## config.mk

```make
export PLATFORM = sky130hd
export DESIGN_NAME = pipe_stage_skid
export DESIGN_NICKNAME = d
export VERILOG_FILES = /design/src/rtl/pipe_stage_skid.sv
export SDC_FILE = /design/constraint.sdc
export NUM_CORES = 1
export LEC_CHECK = 0
export CELL_PAD_IN_SITES_DETAIL_PLACEMENT = 0
export CELL_PAD_IN_SITES_GLOBAL_PLACEMENT = 1
export CORE_ASPECT_RATIO = 1.1
export CORE_MARGIN = 2
export CORE_UTILIZATION = 39
export CTS_CLUSTER_DIAMETER = 100
export DETAILED_ROUTE_END_ITERATION = 12
export PLACE_DENSITY_LB_ADDON = 0.2
export SLEW_MARGIN = 20
export SYNTH_ARGS = -nofsm -noshare
export SYNTH_HDL_FRONTEND = slang
export SYNTH_SLANG_ARGS = --single-unit
```

## constraint.sdc

```tcl
create_clock -name clk -period 3.9 [get_ports clk]
set_input_delay 0.39 -clock clk [delete_from_list [all_inputs] [get_ports clk]]
set_output_delay 0.39 -clock clk [all_outputs]
set_load 0.01 [all_outputs]
```

## src/rtl/pipe_stage_skid.sv

```systemverilog
// Pipeline stage register with valid/ready handshake, 2-entry skid buffer, flush and
// registered bubble insertion, plus a saturating stall-cycle counter for perf debug.
module pipe_stage_skid #(
    parameter int unsigned       CTRL_W        = 9,
    parameter int unsigned       PAYLOAD_W     = 171,
    parameter logic [CTRL_W-1:0] BUBBLE_CTRL   = '0,
    parameter bit                CLEAR_PAYLOAD = 1'b0,
    parameter int unsigned       CNT_W         = 16
) (
    input  logic                 clk,
    input  logic                 rst,
    input  logic                 in_valid,
    output logic                 in_ready,
    input  logic [CTRL_W-1:0]    in_ctrl,
    input  logic [PAYLOAD_W-1:0] in_payload,
    output logic                 out_valid,
    input  logic                 out_ready,
    output logic [CTRL_W-1:0]    out_ctrl,
    output logic [PAYLOAD_W-1:0] out_payload,
    input  logic                 flush,
    output logic [CNT_W-1:0]     stall_cnt,
    input  logic                 clr_cnt
);

    typedef enum logic [1:0] {StEmpty, StOne, StTwo} state_e;

    state_e               state_q, state_d;
    logic                 out_valid_q, in_ready_q;
    logic [CTRL_W-1:0]    main_ctrl_q, main_ctrl_d, skid_ctrl_q, skid_ctrl_d;
    logic [PAYLOAD_W-1:0] main_payload_q, main_payload_d, skid_payload_q, skid_payload_d;
    logic [CNT_W-1:0]     stall_cnt_q;
    logic                 acc, pop;

    assign acc = in_valid & in_ready_q;
    assign pop = out_valid_q & out_ready;

    always_comb begin
        state_d        = state_q;
        main_ctrl_d    = main_ctrl_q;
        main_payload_d = main_payload_q;
        skid_ctrl_d    = skid_ctrl_q;
        skid_payload_d = skid_payload_q;
        if (flush) begin
            state_d     = StEmpty;
            main_ctrl_d = BUBBLE_CTRL;
            if (CLEAR_PAYLOAD) main_payload_d = '0;
        end else begin
            unique case (state_q)
                StEmpty: begin
                    if (acc) begin
                        state_d        = StOne;
                        main_ctrl_d    = in_ctrl;
                        main_payload_d = in_payload;
                    end
                end
                StOne: begin
                    if (acc && pop) begin
                        main_ctrl_d    = in_ctrl;
                        main_payload_d = in_payload;
                    end else if (acc) begin
                        state_d        = StTwo;
                        skid_ctrl_d    = in_ctrl;
                        skid_payload_d = in_payload;
                    end else if (pop) begin
                        state_d     = StEmpty;
                        main_ctrl_d = BUBBLE_CTRL;
                        if (CLEAR_PAYLOAD) main_payload_d = '0;
                    end
                end
                StTwo: begin
                    // in_ready is low here, so only the skid entry can advance
                    if (pop) begin
                        state_d        = StOne;
                        main_ctrl_d    = skid_ctrl_q;
                        main_payload_d = skid_payload_q;
                    end
                end
                default: begin
                    state_d     = StEmpty;
                    main_ctrl_d = BUBBLE_CTRL;
                end
            endcase
        end
    end

    always_ff @(posedge clk) begin
        if (rst) begin
            state_q        <= StEmpty;
            out_valid_q    <= 1'b0;
            in_ready_q     <= 1'b1;
            main_ctrl_q    <= BUBBLE_CTRL;
            main_payload_q <= '0;
            skid_ctrl_q    <= '0;
            skid_payload_q <= '0;
        end else begin
            state_q        <= state_d;
            out_valid_q    <= (state_d != StEmpty);
            in_ready_q     <= (state_d != StTwo);
            main_ctrl_q    <= main_ctrl_d;
            main_payload_q <= main_payload_d;
            skid_ctrl_q    <= skid_ctrl_d;
            skid_payload_q <= skid_payload_d;
        end
    end

    // Clear wins over a same-cycle stall; count sticks at all-ones
    always_ff @(posedge clk) begin
        if (rst || clr_cnt) begin
            stall_cnt_q <= '0;
        end else if (out_valid_q && !out_ready && (stall_cnt_q != {CNT_W{1'b1}})) begin
            stall_cnt_q <= stall_cnt_q + 1'b1;
        end
    end

    assign in_ready    = in_ready_q;
    assign out_valid   = out_valid_q;
    assign out_ctrl    = main_ctrl_q;
    assign out_payload = main_payload_q;
    assign stall_cnt   = stall_cnt_q;

endmodule

```

# Word-level counts from Yosys, hierarchy flattened
# Index checks and enable logic that the tools add are counted.
# W data, S select, Z words.
[totals]
ff_bits = 380
out_inout_bits = 198
[op_classes]
n_addsub = 1
eq_ne = 9
mux = 17
bitwise = 4
n_reduce_logical = 12
[op_table]
columns = ["operator", "count"]
rows = [
  ["$mux W171", 3],
  ["$pmux W171 S3", 1],
  ["$mux W9", 5],
  ["$pmux W9 S3", 1],
  ["$add A16 B1 Y16 const B", 1],
  ["$ne A16 B16 Y1 const B", 1],
  ["$mux W2", 6],
  ["$ne A2 B2 Y1 const B", 4],
  ["$reduce_and A4 Y1", 2],
  ["$ne A3 B3 Y1 const B", 2],
  ["$pmux W2 S3", 1],
  ["$reduce_and A5 Y1", 1],
  ["$logic_and A1 B1 Y1", 3],
  ["$reduce_bool A3 Y1", 1],
  ["$and A1 B1 Y1", 2],
  ["$eq A2 B1 Y1 const B", 1],
  ["$eq A2 B2 Y1 const B", 1],
  ["$logic_not A2 Y1", 1],
  ["$not A1 Y1", 2],
  ["$reduce_bool A2 Y1", 1],
  ["$reduce_or A2 Y1", 1],
  ["$logic_not A1 Y1", 1],
  ["$logic_or A1 B1 Y1", 1],
]

# Longest topological paths before layout
# Gate-level depths: netlist (run 1).
[logic_depth]
ltp_word = 7
mapped_depth = 7

# Least setup slack after synthesis (run 1)
# OpenSTA, ideal clock, no wires.
[synth_timing]
path_kind = "reg-to-reg"
start = "register stall_cnt_q[0], in the netlist stall_cnt[0]"
end = "register stall_cnt_q[11], in the netlist stall_cnt[11]"
t_arrival_ns = 1.617
t_required_ns = 3.830
setup_slack_ns = 2.213
stages_incl_launch_ff = 8
n_path_buf = 2
period_less_slack_ns = 1.687
cell_sequence = "dfxtp_1 > ha_1 > nand4_1 > o41ai_2 > buf_4 > buf_4 > o21ai_0 > a21oi_1"
[synth_between]
elab_chain_cells = 2
[synth_lines]
columns = ["item", "line", "source"]
rows = [
  ["from (decl)", "31", "logic [CNT_W-1:0] stall_cnt_q;"],
  ["from (signal assigned)", "111", "stall_cnt_q <= stall_cnt_q + 1'b1;"],
  ["parallel branches: the longest is 2 deep, another holds $add A16 B1 Y16", "-", ""],
]
# Parallel ways; which one is timed is not known.
# A chain may end at the register's enable or synchronous reset.

# Final worst setup path (run 1)
[layout_timing]
start = "register state_q[1]"
end = "register main_payload_q[154], in the netlist out_payload[154]"
[layout_between]
elab_chain_cells = 3
[layout_lines]
columns = ["item", "line", "source"]
rows = [
  ["from (decl)", "27", "state_e state_q, state_d;"],
  ["from (signal assigned)", "88", "state_q <= StEmpty;"],
  ["from (signal assigned)", "96", "state_q <= state_d;"],
  ["$eq A2 B1 Y1 (tied with other cells)", "48", "unique case (state_q)"],
  ["$ne A2 B2 Y1 (no line) / $reduce_bool A3 Y1 (equally long branches)", "-", ""],
  ["$reduce_and A5 Y1 (no line)", "-", ""],
  ["to (signal assigned)", "100", "main_payload_q <= main_payload_d;"],
  ["to (decl)", "30", "logic [PAYLOAD_W-1:0] main_payload_q, main_payload_d, skid_payload_q, skid_payload_d;"],
]
# Several ways; a longest one is shown, not always the timed one.

==> results by group, run 1 <==
Critical path
  • WS Path Type: reg2reg
  • Setup crit start kind: flop
  • Worst Reg-to-Reg Cells: 5
  • Crit path required time: 4.30 ns
  • Max FO, Critical Path: 41
  • Setup crit end kind: flop
  • Critical path data arrival time: 2.73 ns

Place
  • IO buf count: 383
  • DP Area: 20700 um2
  • Worst slack, placed: 1.25 ns
  • Placed insts: 2878
  • Dpl hpwl: 31.6 mm
  • GPL Wtd Cong: 0.775

Timing
  • Final Hold Viols: 0
  • Final period util: 0.600
  • Post-route minimum period: 2.34 ns
  • Setup-violating endpoint count in the final report: 0
  • Hold Slack: 0.255 ns
  • Pins Over Slew Limit: 0
  • Setup tns final: 0 ns
  • Unrepaired setup endpoints after global routing: false
  • Final setup margin: 1.56 ns
  • Rel. slew slack: 0.468
  • Fmax: 0.428 GHz
  • Worst-margin pin slew: 0.798 ns
  • Worst Skew: 0.0146 ns

Clock tree
  • CTS max path bufs: 3
  • Post-cts sizing count: 0
  • Cts bufs inserted: 43
  • Postcts setup bufs: 0
  • Sink Count: 380
  • Root Buffer: clkbuf_16
  • CTS tree: built
  • CTS clk-pin slew, worst paths: 0.06 ns
  • Post-CTS Hold Buffers: 0
  • H-tree depth: 2
  • Worst-Skew Late Latency: 0.56 ns

Die
  • Io pins: 384
  • Initial Util: 0.393
  • Core area: 42100 um2
  • Die W: 200 um
  • Die Ht: 220 um
  • Site row count: 79
  • Full die area: 44100 um2

Power
  • Switching Share: 0.251
  • Power, Total: 9.47 mW
  • Leakage: 8.27 nW
  • Int Pwr: 7.09 mW
  • Power Density: 428 nW/um2
  • VDD IR max: 0.309 mV
  • Comb pwr share: 0.138
  • Register share of total power: 0.438
  • Net switching power: 2.38 mW
  • Clock share of power: 0.424

Synth
  • Cell Area, Synth: 16500 um2
  • Ys flop type: dfxtp_1
  • Syn avg cell area: 7.96 um2
  • Synth Net Count: 2263
  • YS warnings: 0
  • Async set-reset flop share out of synthesis: 0
  • Sequential element share of the synthesized area: 0.460
  • Synth Register Bits: 380
  • Distinct cells, synth: 45
  • Cells after Synth: 2076
  • Number of synthesized flops with an enable pin: 0

Detailed routing
  • WL/cell: 17.6 um
  • DR vias/cell: 5.21
  • Vias: 15400
  • Final WL: 52.2 mm
  • Iteration-0 DRC Markers: 1095
  • Pre-antenna DRT Iters: 5
  • Remaining DRCs: 0
  • Number of routed nets with antenna violations: 0

GRT
  • GRT Util Overall: 0.225
  • GRT overflow: 0
  • Largest net degree at the start of global routing: 148
  • Number of global-route vias before repair: 13900
  • Antenna violations before repair: 12
  • First-pass GRT wire length: 80.3 mm

Layout
  • Fill cells: 4024
  • Layout Cells excl Fill: 2961
  • Total Nets Final: 2543
  • Share of layout cells above drive strength 1: 0.0813
  • Final Util: 0.526
  • P&R area growth vs syn: 33.9%
  • Final instance area: 22100 um2

Hold path
  • Hold Crit Class: in2reg
  • WHS Path Cells: 2

Job
  • Max Cap Viol: 0

Status
  • Status: completed
cells in the mapped netlist (2+ instances only):
library cell    n  area share
a21o_1          2     0.00091
a21oi_1       194       0.059
a221oi_1       81       0.043
a221oi_2       90       0.082
a222oi_1        9      0.0054
and2_1          2     0.00076
and3_1        175       0.066
buf_1           7      0.0016
buf_2          46       0.014
buf_4          12      0.0054
buf_6          11      0.0075
clkbuf_1      102       0.023
dfxtp_1       380        0.46
inv_1         174       0.040
nand2_1       717        0.16
nand3_1         4      0.0012
nand4_1         4      0.0015
nor2_1         16      0.0036
nor3_1          2     0.00061
o21ai_0         7      0.0021
o31ai_1         4      0.0018
o41ai_1         2      0.0011
or2_2           2     0.00076
or3_1           8      0.0030
or4_1           5      0.0023
layout make-up:
type | count | area [um2] | area share
clock buffer | 68 | 1280 | 0.0579
multi-input combinational | 1344 | 7460 | 0.337
clock inverter | 8 | 90.1 | 0.00407
sequential | 380 | 7610 | 0.344
timing repair buffer | 413 | 4310 | 0.195
antenna | 7 | 17.5 | 0.000791
inverter | 174 | 656 | 0.0296
tap | 567 | 709 | 0.0320
kinds of logic after synthesis:
family	share of synthesized area
compound gates	0.199
xor+xnor	0.00106
fa+ha+maj	0.000757
buf+inv	0.0911
flops	0.460
mux	0.000605
simple gates	0.247
placed cells by master, fill, tap and decap left out, drive strengths merged, types with 4 or more instances in the layout:
master	instances
nand3	5
a21oi	194
clkdlybuf4s50	382
o31ai	4
diode	7
o21ai	8
and3	175
a222oi	9
or3	8
or4	5
a221oi	171
nand4	5
clkinv	6
inv	174
clkbuf	68
dfxtp	380
nand2	717
buf	31
nor2	16
per-layer routing:
layer  wire, um  vias up  GRT usage
met4       1200       12     0.0689
met2      23400      455      0.343
met3       3610       81     0.0612
li1           -     7539          -
met1      23900     7338      0.311
met5         86        -          0
state kept, by name, summed over array words and instances, names as in the netlist:
register        count
out_ctrl            9
out_valid           1
in_ready            1
skid_ctrl_q         9
state_q             2
stall_cnt          16
skid_payload_q    171
out_payload       171
worst max-delay path, cell delays in order, from the launching register on:
cell and delay, ns:
dfxtp_1 0.52, and3b_1 0.28, nand2_1 0.16, a21o_4 0.61, buf_4 0.42, a221oi_1 0.15
worst paths after layout:
path / slack (ns) / endpoint / start
worst max-delay path: 1.56 / out_payload[154] / state_q[1]
worst min-delay path: 0.26 / skid_payload_q[170] / rst
worst max register to register: 1.56 / out_payload[154] / state_q[1]
worst min register to register: 0.45 / skid_payload_q[112] / skid_payload_q[112]
power by group through the flow:
stage	clock [mW]	combinational, mW	sequential [mW]
2_1_floorplan	0	0.572	4.28
6_report	4.01	1.31	4.15
4_1_cts	4.11	1.32	4.15
5_1_grt	4.27	1.41	4.17
3_5_place_dp	0	1.31	4.23
3_3_place_gp	0	1.30	4.23
(Power assumes the default switching activity.)
==> run 2: changes to the inputs <==
--- a/config.mk
+++ b/config.mk
@@ -9,7 +9,7 @@
 export CELL_PAD_IN_SITES_GLOBAL_PLACEMENT = 1
 export CORE_ASPECT_RATIO = 1.1
 export CORE_MARGIN = 2
-export CORE_UTILIZATION = 39
+export CORE_UTILIZATION = 33
 export CTS_CLUSTER_DIAMETER = 100
 export DETAILED_ROUTE_END_ITERATION = 12
 export PLACE_DENSITY_LB_ADDON = 0.2
==> constraint.sdc (replaced) <==
create_clock -name clk -period 2.05 [get_ports clk]
set_input_delay 0.205 -clock clk [delete_from_list [all_inputs] [get_ports clk]]
set_output_delay 0.205 -clock clk [all_outputs]
set_load 0.01 [all_outputs]
==> run 2 against run 1 <==
Global-route usage decreased by 2.4 points. Highest routed layer unchanged. Utilization fell by 6.5 points. Register-to-register slack got worse by 1.3 ns. Clock-buffer cell count grew 5. Die area up 18%.
==> results by group, run 2 (synthesis gave the netlist of run 1 again) <==
Status
  • Status: completed

Detailed routing
  • Remaining DRCs: 0 (unchanged)
  • Vias: 15500 (+0.57%)
  • Final WL: 54.0 mm (+3.5%)
  • Iteration-0 DRC Markers: 1067 (-2.6%)
  • DR vias/cell: 5.00 (-3.9%)
  • WL/cell: 17.4 um (-1.2%)
  • Pre-antenna DRT Iters: 7 (+2)
  • Number of routed nets with antenna violations: 0 (unchanged)

Power
  • Int Pwr: 13.7 mW (+93%)
  • Register share of total power: 0.434 (-0.004)
  • VDD IR max: 0.602 mV (+95%)
  • Clock share of power: 0.423 (about the same)
  • Net switching power: 4.57 mW (+92%)
  • Comb pwr share: 0.144 (+0.006)
  • Switching Share: 0.251 (-0.000418)
  • Leakage: 8.64 nW (+4.4%)
  • Power Density: 794 nW/um2 (+86%)
  • Power, Total: 18.2 mW (+93%)

Critical path
  • Max FO, Critical Path: 81 (+98%)
  • Worst R2R End: out_payload[146]
  • R2R Setup Slk: 0.23 ns (-1.34 ns)
  • Worst Reg-to-Reg Cells: 5 (unchanged)
  • Reg2Reg Launch Point: state_q[0]
  • Critical path data arrival time: 2.28 ns (-0.45 ns)
  • Setup crit start kind: flop
  • WS Path Type: reg2reg
  • Crit path required time: 2.50 ns (-1.80 ns)
  • Setup crit end kind: flop

Timing
  • Post-route minimum period: 1.82 ns (-0.514 ns)
  • Worst Skew: 0.00946 ns (-0.00511 ns)
  • Final period util: 0.890 (+0.290)
  • Fmax: 0.548 GHz (+28%)
  • Unrepaired setup endpoints after global routing: false
  • Setup-violating endpoint count in the final report: 0 (unchanged)
  • Hold Slack: 0.0696 ns (-0.186 ns)
  • Pins Over Slew Limit: 0 (unchanged)
  • Final Hold Viols: 0 (unchanged)
  • Rel. slew slack: 0.506 (+0.0381)
  • Worst-margin pin slew: 0.738 ns (-0.0599 ns)

Clock tree
  • Post-cts sizing count: 0 (unchanged)
  • Cts bufs inserted: 44 (+2.3%)
  • CTS clk-pin slew, worst paths: 0.06 ns (about the same)
  • Worst-Skew Late Latency: 0.55 ns (about the same)
  • CTS max path bufs: 3 (unchanged)
  • Post-CTS Hold Buffers: 0 (unchanged)
  • Postcts setup bufs: 0 (unchanged)
  • H-tree depth: 2 (unchanged)
  • CTS tree: built
  • Root Buffer: clkbuf_16
  • Sink Count: 380 (unchanged)

Die
  • Initial Util: 0.332 (-0.0608)
  • Site row count: 86 (+8.9%)
  • Die Ht: 239 um (+8.6%)
  • Full die area: 51900 um2 (+18%)
  • Core area: 49800 um2 (+18%)
  • Die W: 217 um (+8.5%)
  • Io pins: 384 (unchanged)

Hold path
  • Hold_sp: rst
  • Hold Crit Class: in2reg
  • Hold EP: skid_ctrl_q[6]
  • WHS Path Cells: 2 (unchanged)

Layout
  • P&R area growth vs syn: 38.9%
  • Final instance area: 23000 um2 (+3.7%)
  • Commonest non-fill, non-tap cell in the layout: nand2_1
  • Share of layout cells above drive strength 1: 0.101 (+0.0196)
  • Most frequent cells in the layout: 716 x nand2_1, 382 x clkdlybuf4s50_1, 379 x dfxtp_1, 194 x a21oi_1, 174 x and3_1
  • Layout Cells excl Fill: 3100 (+4.7%)
  • Total Nets Final: 2593 (+2.0%)
  • Final Util: 0.461 (-0.0650)

Place
  • DP Area: 21500 um2 (+3.8%)
  • Dpl hpwl: 34.6 mm (+9.3%)
  • GPL Wtd Cong: 0.777 (+0.23%)
  • IO buf count: 383 (unchanged)
  • Placed insts: 3020 (+4.9%)

GRT
  • Antenna violations before repair: 10 (-2)
  • First-pass GRT wire length: 83.6 mm (+4.2%)
  • GRT Util Overall: 0.201 (-0.0244)
  • Number of global-route vias before repair: 14600 (+4.6%)
  • Largest net degree at the start of global routing: 102 (-31%)
  • GRT overflow: 0 (unchanged)

Job
  • Max Cap Viol: 0 (unchanged)
## run 2: cell types whose count changed in the layout (fill, tap and decap cells not counted), sizes merged
cell / before / now
buf: 31 / 80
bufinv: 2 / 1
clkbuf: 68 / 73
clkinv: 6 / 4
diode: 7 / 2
## run 2: layout make-up
class | count | area (um2)
multi-input cells | 1344 | 7460
diodes | 2 | 5.00
repair buffers | 462 | 4990
clock inverters | 5 | 53.8
flip-flops and latches | 380 | 7610
inverters | 174 | 656
fillers | 4900 | 26900
clock buffers | 73 | 1350
well taps | 660 | 826
## run 2: worst max-delay path, stage by stage (launching register included)
cell	delay, ns
dfxtp_1	0.50
nand2b_4	0.24
buf_12	0.31
nand2_1	0.11
and3_1	0.20
a221oi_1	0.23
## run 2: through the flow
stage	setup slack (ns)	setup TNS, ns
after floorplan	0.363	0
after global placement	0.0147	0
after detailed placement	-0.00723	-0.0143
after global routing	0.0743	0
after CTS	0.175	0
final	0.225	0
## run 2: how the worst max path moves through the flow
stage,cells after the start,end,start
after global placement,6,out_payload[41],out_ready
after detailed placement,6,out_payload[11],out_ready
after global routing,5,out_payload[38],state_q[0]
final,5,out_payload[146],state_q[0]
after floorplan,7,stall_cnt[11],stall_cnt[0]
after CTS,6,out_payload[158],state_q[1]
## run 2: routing by layer
metal	vias up	track usage	wire length, um
met2	427	0.316	24500
met4	16	0.0542	1190
met1	7344	0.274	24600
met3	88	0.0491	3680
met5	-	0	101
li1	7638	-	-
## run 2: power by group through the flow
| stage | clock (mW) | combinational, mW | sequential, mW |
|---|---|---|---|
| 2_1_floorplan | 0 | 1.09 | 8.15 |
| 3_3_place_gp | 0 | 2.61 | 8.06 |
| 3_5_place_dp | 0 | 2.63 | 8.07 |
| 4_1_cts | 7.92 | 2.64 | 7.91 |
| 5_1_grt | 8.22 | 2.82 | 7.94 |
| 6_report | 7.71 | 2.62 | 7.91 |
==> run 3: changes to the inputs <==
--- a/config.mk
+++ b/config.mk
@@ -12,6 +12,7 @@
 export CORE_UTILIZATION = 33
 export CTS_CLUSTER_DIAMETER = 100
 export DETAILED_ROUTE_END_ITERATION = 12
+export GPL_TIMING_DRIVEN = 1
 export PLACE_DENSITY_LB_ADDON = 0.2
 export SLEW_MARGIN = 20
 export SYNTH_ARGS = -nofsm -noshare
==> results of run 3 <==
Final layout, timing and power as in run 2 (identical DEF).
==> variant 1: new RTL, settings of run 2 <==
The parameter `CLEAR_PAYLOAD` goes from 1'b0 to 1'b1.
--- a/src/rtl/pipe_stage_skid.sv
+++ b/src/rtl/pipe_stage_skid.sv
@@ -4,7 +4,7 @@
     parameter int unsigned       CTRL_W        = 9,
     parameter int unsigned       PAYLOAD_W     = 171,
     parameter logic [CTRL_W-1:0] BUBBLE_CTRL   = '0,
-    parameter bit                CLEAR_PAYLOAD = 1'b0,
+    parameter bit                CLEAR_PAYLOAD = 1'b1,
     parameter int unsigned       CNT_W         = 16
 ) (
     input  logic                 clk,
Behaviour: not the same (Yosys sat finds a counterexample within 4 cycles, from zero or initial values and one cycle with rst high).
==> variant 1 against run 2 <==
Total power fell by 2.5%. Design area fell by 8.1%. Sequential cell count did not move. Utilization rose by 2.6 points. Area after synthesis fell by 12%. Routed wire length fell by 7.3%. Worst setup slack got worse by 120 ps. Sequential share of layout area rose by 2.9 points. Critical endpoint is now out_payload[28]. Largest cell class unchanged. Largest power group unchanged.
==> variant 1: results (changes against run 2) <==
worst-path maximum fanout: 38 (-53%)
Synth Area in Compound Gates: 0.301 (+0.101)
layout cells sized above 1: 0.0855 (-0.0154)
# diodes: 4 (+2)
Via-to-Cell Ratio: 5.19 (+3.7%)
Non-Filler Instances: 2696 (-13%)
Routability Congestion: 0.800 (+3.0%)
sequential cell count: 380 (unchanged)
Total Routing Usage GR: 0.205 (+0.00407)
synth unique cells: 50 (+11%)
TritonCTS Buffers: 42 (-4.5%)
ranking of synthesized cells by area: dfxtp_1 (52%), a21oi_1 (12%), nand2_1 (9.6%)
Post-Synth Adder-Cell Area: 0.00432 (+0.00356)
Lkg Pwr: 7.41 nW (-14%)
Worst VDD drop: 482 uV (-20%)
largest net degree at the start of global routing: 109 (+6.9%)
post-cts gate resize count: 0 (unchanged)
most frequent cells after synthesis: dfxtp_1 (380), nand2_1 (372), a21oi_1 (356)
Seq area share: 0.361 (+0.0294)
die width: 204 um (-6.3%)
post-place setup slack: -67.5 ps (-60.3 ps)
Syn Nets: 1912 (-16%)
register area: 7610 sq um (about the same)
final hold slack: 37.4 ps (-32.2 ps)
DP HPWL: 32.0 mm (-7.4%)
Non-clock buffers: 478 (+3.5%)
fraction of area in multi-input gates: 0.295 (-0.0305)
filler cell count: 4092 (-16%)
combinational power: 2.32 mW (-11%)
Non-clock buffering overhead: 0.243 (+0.0252)
initial antenna violation count: 6 (-4)
first-pass GRT wire length: 74.5 mm (-11%)
relative slew slack: 0.507 (+0.00135)
outcome: finished clean
invs w/o clock: 4 (-98%)
sw power: 4.36 mW (-4.7%)
Synth Area in XOR/XNOR: 0.00121 (+0.000149)
skew final: 17.2 ps (+7.75 ps)
Syn Inst Count: 1721 (-17%)
Worst EP arrival: 2430 ps (+150 ps)
Setup WS post-layout: 110 ps (-115 ps)
# placed instances: 2604 (-14%)
final wirelength: 50.0 mm (-7.3%)
vias in the first global route: 12807 (-12%)
area of placed instances: 19400 sq um (-10%)
First DRT Iteration DRCs: 735 (-31%)
CLK BUF: 63 (-14%)
register area share after synthesis: 0.525 (+0.0648)
switching part of the total: 0.245 (-0.00560)
multiplexer area fraction after synthesis: 0.00207 (+0.00147)
Final nets: 2277 (-12%)
## variant 1: cell count changes in the layout (fill, tap and decap cells not counted), sizes merged, moves of 17 or more
cell	run 2	this run
a22oi	0	171
a221oi	171	0
nand2	717	372
o21ai	8	177
a21oi	194	356
a22o	1	18
inv	174	5
and3	175	1
## variant 1: metal layers
layer	GRT usage	wire length, um	vias to the layer above
li1	-	-	6845
met1	0.272	21600	6637
met2	0.320	23500	432
met3	0.0592	3670	67
met4	0.0648	1180	4
met5	0	30	-
## variant 1: critical path: stages, from the launching register on
cell and delay, ps:
dfxtp_2 370, inv_1 70, ha_1 250, a21boi_2 200
nor3_4 220, buf_4 150, buf_12 140, buf_12 200
o21ai_0 110, a21oi_1 160
## variant 1: path summary, 6_finish.rpt
kind                                           from  cells after the start                   to
worst max-delay path                     state_q[0]                      9      out_payload[28]
worst min-delay path                            rst                      2   skid_payload_q[39]
worst max register to register           state_q[0]                      9      out_payload[28]
worst min register to register  skid_payload_q[149]                      2  skid_payload_q[149]
==> variant 2: new RTL, settings of run 2 <==
Without the edit above. Reset style: asynchronous (`rst`), changed in one clocked block.
--- a/src/rtl/pipe_stage_skid.sv
+++ b/src/rtl/pipe_stage_skid.sv
@@ -83,7 +83,7 @@
         end
     end
 
-    always_ff @(posedge clk) begin
+    always_ff @(posedge clk or posedge rst) begin
         if (rst) begin
             state_q        <= StEmpty;
             out_valid_q    <= 1'b0;
Check against the original RTL: not equivalent (Yosys sat finds a counterexample within 4 cycles, from zero or initial values and one cycle with rst high; the reset may be asserted at any time).
==> variant 2 against run 2 <==
Clock skew up 14 ps. Design area rose by 1.4%. Cell count is 17% lower. Area after synthesis increased by 0.11%. Routed wire length shrank 16%. Sequential cell count is the same. First-iteration DRC count down 37%. Highest routed layer unchanged. Worst setup slack worse by 210 ps.
Power is not compared: it rests on default switching activity, and its combinational part moved more than twofold at a synthesized area within 25%.
==> variant 2: results (changes against run 2) <==
outcome: finished clean
Critical-path top delay cell: dfstp_2
Port Buffer Count: 383 (unchanged)
cell depth of the worst flop-to-flop path: 7 (+2)
post-place setup slack: -78.3 ps (-71.0 ps)
ys flop type: dfrtp_1
asr flop ratio synth: 0.958 (+0.958)
area of placed instances: 21600 sq um (+0.38%)
htree depth: 2 (unchanged)
synth unique cells: 45 (unchanged)
layout cells sized above 1: 0.217 (+0.116)
Hold WC Path Type: in -> async
CTS root buf: clkbuf_16
WL/cell: 17.8 um (+1.9%)
Routability Congestion: 0.767 (-1.2%)
# placed instances: 2474 (-18%)
Worst path top cell family by delay: flip-flops
slowest cell delay on critical path: 570 ps (+70 ps)
drt pass-1 iters: 6 (-1)
skew final: 23.2 ps (+13.8 ps)
first-pass GRT wire length: 70.2 mm (-16%)
register area share after synthesis: 0.570 (+0.110)
reg2reg start: in_ready
First DRT Iteration DRCs: 677 (-37%)
Longest Clk Path Bufs: 3 (unchanged)
filler cell count: 4645 (-5.2%)
average cell area after synthesis: 11.4 sq um (+43%)
ranking of synthesized cells by area: dfrtp_1 (55%), mux2_2 (18%), nand2_1 (12%)
Worst EP arrival: 2480 ps (+200 ps)
Final nets: 2058 (-21%)
Worst VDD drop: 806 uV
most frequent cells after synthesis: nand2_1 (523), dfrtp_1 (363), mux2_2 (261)
synth warn: 0 (unchanged)
initial antenna violation count: 6 (-4)
TritonCTS Buffers: 43 (-2.3%)
clock slew at reported path FFs: 60 ps (about the same)
Lkg Pwr: 10.4 nW
relative slew slack: 0.611 (+0.105)
Syn Nets: 1639 (-28%)
Total Routing Usage GR: 0.172 (-0.0293)
worst skew pair latency: 570 ps (+20 ps)
via count: 12056 (-22%)
worst-path maximum fanout: 16 (-80%)
largest net degree at the start of global routing: 101 (-0.98%)
Via-to-Cell Ratio: 4.70 (-6.1%)
DP HPWL: 30.3 mm (-12%)
startpoint types: flip-flop
==> variant 2: changes by cell type after synthesis, moves of 172 or more <==
cell and change:
dfxtp_1 -364, dfrtp_1 +363, mux2_2 +261, nand2_1 -194
a21oi_1 -181, and3_1 -173, inv_1 -172
==> variant 2: metal layers <==
| metal | wire length [um] | share of wire | vias to the layer above | GRT usage |
|---|---|---|---|---|
| met5 | 63 | 0.0014 | - | 0 |
| met4 | 1060 | 0.023 | 10 | 0.0494 |
| met3 | 3230 | 0.071 | 78 | 0.0519 |
| met2 | 20900 | 0.46 | 308 | 0.269 |
| met1 | 20300 | 0.45 | 5930 | 0.229 |
| li1 | - | - | 5730 | - |
==> variant 2: report_power, final <==
part	leakage [nW]	internal [mW]	switching, mW
clock	0.714	4.73	3.13
combinational	5.16	5.05	3.06
sequential	4.49	10.5	1.56
==> variant 2: cell type report <==
cell class	instances	area, sq um	area share
Sequential cell	380	9430	0.405
Timing Repair Buffer	457	4830	0.208
Multi-Input combinational cell	987	6720	0.289
Antenna cell	2	5.00	0.000215
Clock buffer	68	1300	0.0559
Inverter	2	11.3	0.000484
Tap cell	660	826	0.0355
Clock inverter	11	145	0.00624
==> variant 2: cell families after synthesis <==
family,share of synthesized area
AOI/OAI and AO/OA,0.0262
DFF,0.570
xor gates and xnor gates,0.00106
muxes,0.239
buffers and inverters,0.0259
adders and majority gates,0.000756
and+or+nand+nor,0.138
==> variant 2: what timing repair did <==
item | CTS | global route
resized for setup | 0 | 7
setup endpoints to repair | 0 | 143
setup buffers | 0 | 7
==> variant 2: path summary, 6_finish.rpt <==
path,to,slack (ps)
worst min-delay path,skid_payload_q[4],210
min in group clk,skid_payload_q[27],280
worst max register to register,out_payload[112],10
max in group asynchronous,out_payload[96],1270
worst max-delay path,out_payload[112],10
worst min register to register,out_payload[28],480
